`src/rtl/gen_reg_file.sv`:
```
// Bank of NREG general-purpose registers sharing one operation code, with
// per-register active-low select, two combinational read ports and sticky boundary flags.
module gen_reg_file #(
   parameter int WIDTH = 8,
   parameter int NREG  = 4,
   parameter int SAT   = 0,
   localparam int SW   = $clog2(NREG)
) (
   input  logic             Clk,
   input  logic             Rst,
   input  logic [WIDTH-1:0] I,
   input  logic [2:0]       FunSel,
   input  logic [NREG-1:0]  RegSel,
   input  logic [SW-1:0]    OutASel,
   input  logic [SW-1:0]    OutBSel,
   output logic [WIDTH-1:0] OutA,
   output logic [WIDTH-1:0] OutB,
   output logic [NREG-1:0]  Flag
);

   localparam logic [2:0] OpDec = 3'b000;
   localparam logic [2:0] OpInc = 3'b001;
   localparam logic [2:0] OpLoad = 3'b010;
   localparam logic [2:0] OpClr = 3'b011;
   localparam logic [2:0] OpShl = 3'b100;
   localparam logic [2:0] OpShr = 3'b101;
   localparam logic [2:0] OpRol = 3'b110;

   localparam logic [WIDTH-1:0] MaxVal = {WIDTH{1'b1}};

   logic [WIDTH-1:0] regs [NREG];
   logic [WIDTH:0]   stepRes [NREG];

   // Inc/dec at the boundary: returns {hitLimit, newValue}, wrapping or saturating by SAT.
   function automatic logic [WIDTH:0] incDecStep(input logic [WIDTH-1:0] v, input logic up);
      logic [WIDTH-1:0] lim;
      lim = up ? MaxVal : '0;
      if (v == lim)
         return {1'b1, (SAT != 0) ? lim : ~lim};
      return {1'b0, up ? v + WIDTH'(1) : v - WIDTH'(1)};
   endfunction

   function automatic logic [WIDTH:0] nextVal(input logic [2:0] op,
                                             input logic [WIDTH-1:0] v,
                                             input logic [WIDTH-1:0] d);
      case (op)
         OpDec:   return incDecStep(v, 1'b0);
         OpInc:   return incDecStep(v, 1'b1);
         OpLoad:  return {1'b0, d};
         OpClr:   return '0;
         OpShl:   return {v[WIDTH-1], v[WIDTH-2:0], 1'b0};
         OpShr:   return {v[0], 1'b0, v[WIDTH-1:1]};
         OpRol:   return {1'b0, v[WIDTH-2:0], v[WIDTH-1]};
         default: return {1'b0, v};
      endcase
   endfunction

   always_comb begin
      for (int k = 0; k < NREG; k++)
         stepRes[k] = nextVal(FunSel, regs[k], I);
   end

   // Flag is sticky: only a clear of that register (or reset) drops it.
   always_ff @(posedge Clk or posedge Rst) begin
      if (Rst) begin
         for (int k = 0; k < NREG; k++)
            regs[k] <= '0;
         Flag <= '0;
      end else begin
         for (int k = 0; k < NREG; k++) begin
            if (!RegSel[k]) begin
               regs[k] <= stepRes[k][WIDTH-1:0];
               if (FunSel == OpClr)
                  Flag[k] <= 1'b0;
               else if (stepRes[k][WIDTH])
                  Flag[k] <= 1'b1;
            end
         end
      end
   end

   // Out-of-range indices fall through to zero.
   always_comb begin
      OutA = '0;
      OutB = '0;
      for (int k = 0; k < NREG; k++) begin
         if (OutASel == SW'(k)) OutA = regs[k];
         if (OutBSel == SW'(k)) OutB = regs[k];
      end
   end

endmodule

```
`config.mk`:
```
export PLATFORM = sky130hd
export DESIGN_NAME = gen_reg_file
export DESIGN_NICKNAME = d
export VERILOG_FILES = /design/src/rtl/gen_reg_file.sv
export SDC_FILE = /design/constraint.sdc
export NUM_CORES = 1
export LEC_CHECK = 0
export ABC_CLOCK_PERIOD_IN_PS = 4650
export CORE_MARGIN = 5
export CORE_UTILIZATION = 60
export DETAILED_ROUTE_END_ITERATION = 10
export PLACE_DENSITY_LB_ADDON = 0.08
export SYNTH_ARGS = -nofsm -noshare
export SYNTH_HDL_FRONTEND = slang
export SYNTH_SLANG_ARGS = --single-unit
```
`constraint.sdc`:
```
create_clock -name Clk -period 4.65 [get_ports Clk]
set_clock_uncertainty 0.15 [all_clocks]
set_input_delay 0.93 -clock Clk [delete_from_list [all_inputs] [get_ports Clk]]
set_output_delay 0.93 -clock Clk [all_outputs]
set_load 0.005 [all_outputs]
```
# After elaboration in Yosys (flattened, before gate mapping)
# Cells that the tools add are included.
# word_totals
reg_bits,36
word_cells,108
# op_classes
add_sub_neg,8
n_eq_ne,16
mux,52
n_bitwise,4
n_reduce_logical,20
# op_table
operator,n
case mux 9 bit (7 select lines),4
two-way mux 9 bit,16
two-way mux 8 bit,8
adder 8 x 1 -> 8 bit (second input constant),4
equality test 8 bit (second input constant),4
zero test 8 bit,4
subtractor 8 x 1 -> 8 bit (second input constant),4
two-way mux 1 bit,24
AND reduction 2 bit,8
equality test 3 bit (second input constant),3
equality test 2 bit (second input constant),4
nonzero test 2 bit,4
nonzero test 7 bit,1
equality test 3 x 2 -> 1 bit (second input constant),2
equality test 2 x 1 -> 1 bit (second input constant),2
zero test 2 bit,2
NOT 1 bit,4
equality test 3 x 1 -> 1 bit (second input constant),1
zero test 3 bit,1

# Logic depth before layout (Yosys ltp)
# Gate-level depths: netlist of the first run.
# logic_depth
word_depth,7
mapped_depth,9
ltp_nobuf,7

# Least setup slack after synthesis of the first run
# Ideal clock, no wire load.
# synth_timing
path_kind,input -> output
startpoint,input port OutASel[1]
endpoint,output port OutA[0]
arrival_time_ps,1845
required_ps,3570
slack_ps,1725
cell_stages,2
path_buffers,1
path_cell_list,clkbuf_1 -> mux4_1
# synth_via
elab_chain_len,5
elab_cells_between_ends,8
# synth_lines
item,line,source
start: declaration,14,"input logic [SW-1:0] OutASel,"
zero test 2 bit,87,if (OutASel == SW'(k)) OutA = regs[k];
two-way mux 8 bit (3 in a row),87,
two-way mux 8 bit *,87,
end: declaration,16,"output logic [WIDTH-1:0] OutA,"
# Every way passes the cells marked *; elsewhere a longest branch is shown, timed or not.

# Final worst setup path of the first run
# layout_timing
startpoint,input port OutBSel[1]
endpoint,output port OutB[0]
# layout_via
elab_chain_len,5
elab_cells_between_ends,8
# layout_lines
item,line,source
start: declaration,15,"input logic [SW-1:0] OutBSel,"
zero test 2 bit,88,if (OutBSel == SW'(k)) OutB = regs[k];
two-way mux 8 bit (3 in a row),88,
two-way mux 8 bit *,88,
end: declaration,17,"output logic [WIDTH-1:0] OutB,"
# Marked as above.

==> results of run 1 <==
## through the flow
| stage | util [%] | std cells |
|---|---|---|
| 3_5_place_dp | 65.62 | 625 |
| 6_report | 66.94 | 633 |
| 3_3_place_gp | 65.62 | 625 |
| 2_1_floorplan | - | 548 |
| 5_1_grt | 66.94 | 633 |
| 4_1_cts | 66.94 | 633 |
## layer usage
layer / up-vias / GRT usage (%) / wire [um]
li1: 2071 / - / -
met1: 2213 / 42.56 / 5335
met2: 335 / 51.74 / 6533
met3: 86 / 6.010 / 1588
met4: 0 / 17.57 / 783
met5: - / 0 / 0
## synthesized netlist by cell type (5+ instances only)
cell,count
o21ai_0,59
clkbuf_1,43
nand2_1,43
a21oi_1,41
dfrtp_1,36
nor2_1,36
nand3_1,18
a31oi_1,17
buf_2,17
inv_1,16
nor3_1,16
mux4_2,14
o31ai_1,10
a211oi_1,9
o211ai_1,9
a22oi_1,8
ha_1,8
nand4_1,8
nor2b_1,8
o22ai_1,8
a22o_1,6
and3_1,6
o21a_1,6
or3_1,6
o221ai_1,5
xnor2_1,5
## power by group
group	switching, uW	internal, uW	leakage, uW
Sequential	211	366	0.000448
Combinational	280	307	0.00120
Clock	128	121	0.0000455
Total	620	794	0.00169
## final timing paths
check                                         start                    to  cells after the start
worst min-delay path            Flag[2]$_DFFE_PP0P_   Flag[2]$_DFFE_PP0P_                      1
min in group asynchronous                       Rst   Flag[1]$_DFFE_PP0P_                      2
worst max-delay path                     OutBSel[1]               OutB[0]                      3
worst max register to register  regs[8]$_DFFE_PP0P_  regs[15]$_DFFE_PP0P_                      7
worst min register to register  Flag[2]$_DFFE_PP0P_   Flag[2]$_DFFE_PP0P_                      1
max in group asynchronous                       Rst   regs[4]$_DFFE_PP0P_                      3
## state kept, by name, summed over array words and instances, names as in the netlist
name	count
regs	32
Flag	4
## layout by cell type, fill, tap and decap left out, types with 9 or more instances in the layout
master and instances:
dfrtp_1 36, nor2_1 36, nor3_1 16, a21oi_1 41, nand3_1 18, nand2_1 43
o31ai_1 10, a211oi_1 9, a31oi_1 17, o21ai_0 59, mux4_2 14, clkdlybuf4s50_1 38
o211ai_1 9, inv_1 16
## final cells by class
class                   instances  area (um2)  area share, %
well taps                      96       120.1          2.627
repair buffers                 48       450.4          9.850
clock buffers                   8       90.09          1.970
flip-flops and latches         36       900.9          19.70
multi-input cells             429        2952          64.54
inverters                      16       60.06          1.313
## cell families after synthesis
group	Yosys count	share of synthesized area, %
AOI/OAI and AO/OA	218	34.07
and+or+nand+nor	174	21.92
buffers and inverters	83	8.689
DFF	36	21.35
muxes	21	9.935
xor gates and xnor gates	8	1.661
adders and majority gates	8	2.373
## critical path: stages
cell and delay, ns:
clkdlybuf4s50_1 0.72, mux4_1 0.65, clkdlybuf4s50_1 0.48
==> out/results.ini, run 1 <==
[critical_path]
critPathLaunchType=input port
cp.arrival_ns=2.78
worst-path-max-fanout=8
cp.required_ns=3.57
end_kind=primary output
crit_type=input port to primary output
r2r_slack_ns=2.24

[clock_tree]
root_buffer=clkbuf_8
worstSkewPairLatency_ns=0.30
cts_buffers=5
htree_levels=2
cts_tree=yes
cts_setup_buffers=0
clkSinkCount=36
post_cts_resize_count=0
clkSlewWorstSetupHoldPaths_ns=0.08
cts_buffer_depth=2
cts_hold_buf=0

[floorplanning]
start_util_pct=61.76
coreArea_mm2=0.006832
dieHeight_um=93.86
die_w_um=93.86
core.rowCount=30
io_pins=41
die_area_mm2=0.008809

[place]
dp_hpwl_um=9942
placedInstanceArea_mm2=0.004483
io_buffers=40
place_ws_ns=0.7828
gp_congestion=1.007

[finish]
final_nets=565
fill_cells=629
n_antenna_cell=0
area_growth_syn_to_layout_pct=8.393
fin_area_mm2=0.004573
drive_gt1_share_pct=9.125

[drt]
routed_wirelength_um=14240
drt_pre_antenna_iters=5
vias_per_cell=7.433
wl_per_cell_um=22.50
ant_nets=0
drt-initial-drc-count=626
vias=4705
remaining_drc_errors=0

[synthesis]
synth_area_leaders=dfrtp_1 (21%), mux4_2 (7.5%), o21ai_0 (7.0%), a21oi_1 (4.9%), clkbuf_1 (3.8%)
yosys.area.top_type=dfrtp_1
synth_warnings=0
synth-async-reset-ratio_pct=100.0
ys.flop_type=dfrtp_1
netlist_instances=548
synth_edf_count=0
yosys.area.top_type_share_pct=21.35
ys_types=76
yosysSeqAreaShare_pct=21.35
ys_seq_elements=36
synth.avg_cell_area_um2=7.699
netlist_area_mm2=0.004219
synth_nets=577

[power_and_ir_drop]
ir_drop_v=0.0002031
p_total_uw=1414
pwr_density_cell_mw_per_mm2=309.2
p_leak_uw=0.001690

[flow_run]
maxCapViolations=0

[global_route]
grt_max_degree=56
grt_pass1_vias=4278
antenna_found_initial=0
track_usage_pct=32.84
grt_pass1_wl_um=22670
overflow=0

[sta]
maxSlewViolCount=0
fmax_ghz=0.2591
slew_headroom_pct=34.21
timing.final.hold_violations=0
worstMarginPinSlew_ns=0.9736
finalHoldWorstSlack_ns=0.4017
period_needed_ns=3.860
fin_setup_tns_ns=0
setup_viol=0
fin_ws_ns=0.7898
finalCritPeriodShare_pct=83.01
rsz0062_at_grt=no

[min_path]
min_path_type=register to register

[outcome]
status=complete, no violations

(Power assumes the default switching activity.)
==> run 2, diff against run 1 <==
Settings changed: ABC_CLOCK_PERIOD_IN_PS 4650 to 3200, CORE_UTILIZATION 60 to 53.
Clock period 4.65 ns to 3.2 ns, I/O delays scaled along.
==> run 2 against run 1 <==
  * First-iteration DRC count shrank 39%
  * Via count up 2.5%
  * Sequential share of layout area fell by 1.2 points
  * Critical path type unchanged
  * Global-route usage is 1.9 points lower
  * Clock power increased by 44%
  * Worst hold slack improved by 0.00076 ns
==> out/results.ini, run 2 (same netlist as run 1, synthesis figures left out) <==
[outcome]
status=complete, no violations

[sta]
slew_headroom_pct=53.29  ; +19 points
fin_ws_ns=0.08759  ; -0.7022 ns
worstMarginPinSlew_ns=0.6947  ; -0.2789 ns
finalCritPeriodShare_pct=97.26
setup_viol=0  ; unchanged
timing.final.hold_violations=0  ; unchanged
maxSlewViolCount=0  ; unchanged
fin_setup_tns_ns=0  ; unchanged
rsz0062_at_grt=no
fmax_ghz=0.3213
period_needed_ns=3.112

[floorplanning]
dieHeight_um=99.22  ; +5.7%
core.rowCount=32  ; +6.7%
io_pins=41  ; unchanged
start_util_pct=54.60  ; -7.2 points
coreArea_mm2=0.007727  ; +13%
die_w_um=99.22  ; +5.7%
die_area_mm2=0.009845  ; +12%

[min_path]
min_path_type=register to register
worstHoldPathCells=1  ; unchanged

[clock_tree]
cts_tree=yes
cts_hold_buf=0  ; unchanged
post_cts_resize_count=0  ; unchanged
clkSlewWorstSetupHoldPaths_ns=0.07  ; about the same
worstSkewPairLatency_ns=0.30  ; about the same
cts_setup_buffers=0  ; unchanged
root_buffer=clkbuf_8
cts_buffer_depth=2  ; unchanged
htree_levels=2  ; unchanged
clkSinkCount=36  ; unchanged
cts_buffers=5  ; unchanged

[critical_path]
end_kind=primary output
worst-path-max-fanout=8  ; unchanged
worstRegToRegCells=7  ; unchanged
cp.arrival_ns=2.32  ; -0.46 ns
critPathLaunchType=input port
cp.required_ns=2.41  ; -1.16 ns
crit_type=input port to primary output

[drt]
drt_pre_antenna_iters=5  ; unchanged
ant_nets=0  ; unchanged
routed_wirelength_um=15150  ; +6.4%
remaining_drc_errors=0  ; unchanged
drt-initial-drc-count=381  ; -39%
wl_per_cell_um=22.64  ; +0.63%
vias=4821  ; +2.5%
vias_per_cell=7.206  ; -3.0%

[global_route]
overflow=0  ; unchanged
track_usage_pct=30.96  ; -1.9 points
grt_max_degree=37  ; -34%
grt_pass1_wl_um=24380  ; +7.5%
grt_pass1_vias=4517  ; +5.6%
antenna_found_initial=0  ; unchanged

[place]
placedCellCount=660  ; +5.6%
io_buffers=40  ; unchanged
gp_congestion=0.9785  ; -2.9%
place_ws_ns=0.07054  ; -0.7123 ns
dp_hpwl_um=10860  ; +9.2%

[finish]
layout_commonest_cell=o21ai_0
final_nets=594  ; +5.1%
largestRegisters=regs (32), Flag (4)
final_cell_mix=o21ai_0 (59), nand2_1 (43), a21oi_1 (41)
regMostFlops=regs
area_growth_syn_to_layout_pct=15.39
drive_gt1_share_pct=13.96  ; +4.8 points
stdcell_count=669  ; +5.7%
largest_reg_flops=32  ; unchanged

[power_and_ir_drop]
pwr_density_cell_mw_per_mm2=436.8  ; +41%
p_total_uw=2126  ; +50%
p_leak_uw=0.001856  ; +9.8%
ir_drop_v=0.0003103  ; +53%

[flow_run]
maxCapViolations=0  ; unchanged

==> run 2: cell count changes in the layout (fill, tap and decap cells not counted), sizes merged <==
cell / before / now
diode: 0 / 1
buf: 10 / 39
==> run 2: power breakdown <==
group / internal (uW) / switching, uW / leakage [uW] / total [uW]
logic: 495 / 488 / 0.00136 / 982
clock network: 176 / 184 / 0.0000455 / 361
registers: 533 / 250 / 0.000448 / 783
==> run 2: worst paths after layout <==
| path | to | start | slack [ns] |
|---|---|---|---|
| hold / removal | Flag[2]$_DFFE_PP0P_ | Flag[2]$_DFFE_PP0P_ | 0.40 |
| setup reg to reg | regs[13]$_DFFE_PP0P_ | regs[8]$_DFFE_PP0P_ | 0.75 |
| hold reg to reg | Flag[2]$_DFFE_PP0P_ | Flag[2]$_DFFE_PP0P_ | 0.40 |
| setup / recovery | OutB[0] | OutBSel[1] | 0.09 |
| min in group asynchronous | regs[0]$_DFFE_PP0P_ | Rst | 0.60 |
| max in group asynchronous | regs[22]$_DFFE_PP0P_ | Rst | 1.93 |
==> run 2: critical path: stages <==
cell and delay [ns]:
clkdlybuf4s50_1 0.51, buf_12 0.14, mux4_1 0.55, clkdlybuf4s50_1 0.48
==> run 2: routing by layer <==
metal	vias up	GRT usage [%]	wire length [um]
met1	2284	41.64	5958
met3	65	6.171	1610
met5	-	0	0
met4	0	14.18	677
met2	336	47.93	6897
li1	2136	-	-
==> run 2: area by class of cell <==
| class | count | area [um2] |
|---|---|---|
| inverters | 16 | 60.06 |
| clock buffers | 8 | 90.09 |
| well taps | 102 | 127.6 |
| multi-input cells | 429 | 2957 |
| repair buffers | 77 | 730.7 |
| fillers | 689 | 2859 |
| flip-flops and latches | 36 | 900.9 |
| diodes | 1 | 2.502 |
==> run 2: per-stage QoR <==
step / util (%) / hold WS, ns / area, um2
5_1_grt: 62.97 / 0.4378 / 4866
2_1_floorplan: - / 0.3646 / 4219
6_report: 63.00 / 0.4024 / 4868
3_5_place_dp: 61.80 / 0.3986 / 4776
4_1_cts: 62.97 / 0.4172 / 4866
3_3_place_gp: 61.80 / 0.3784 / 4776
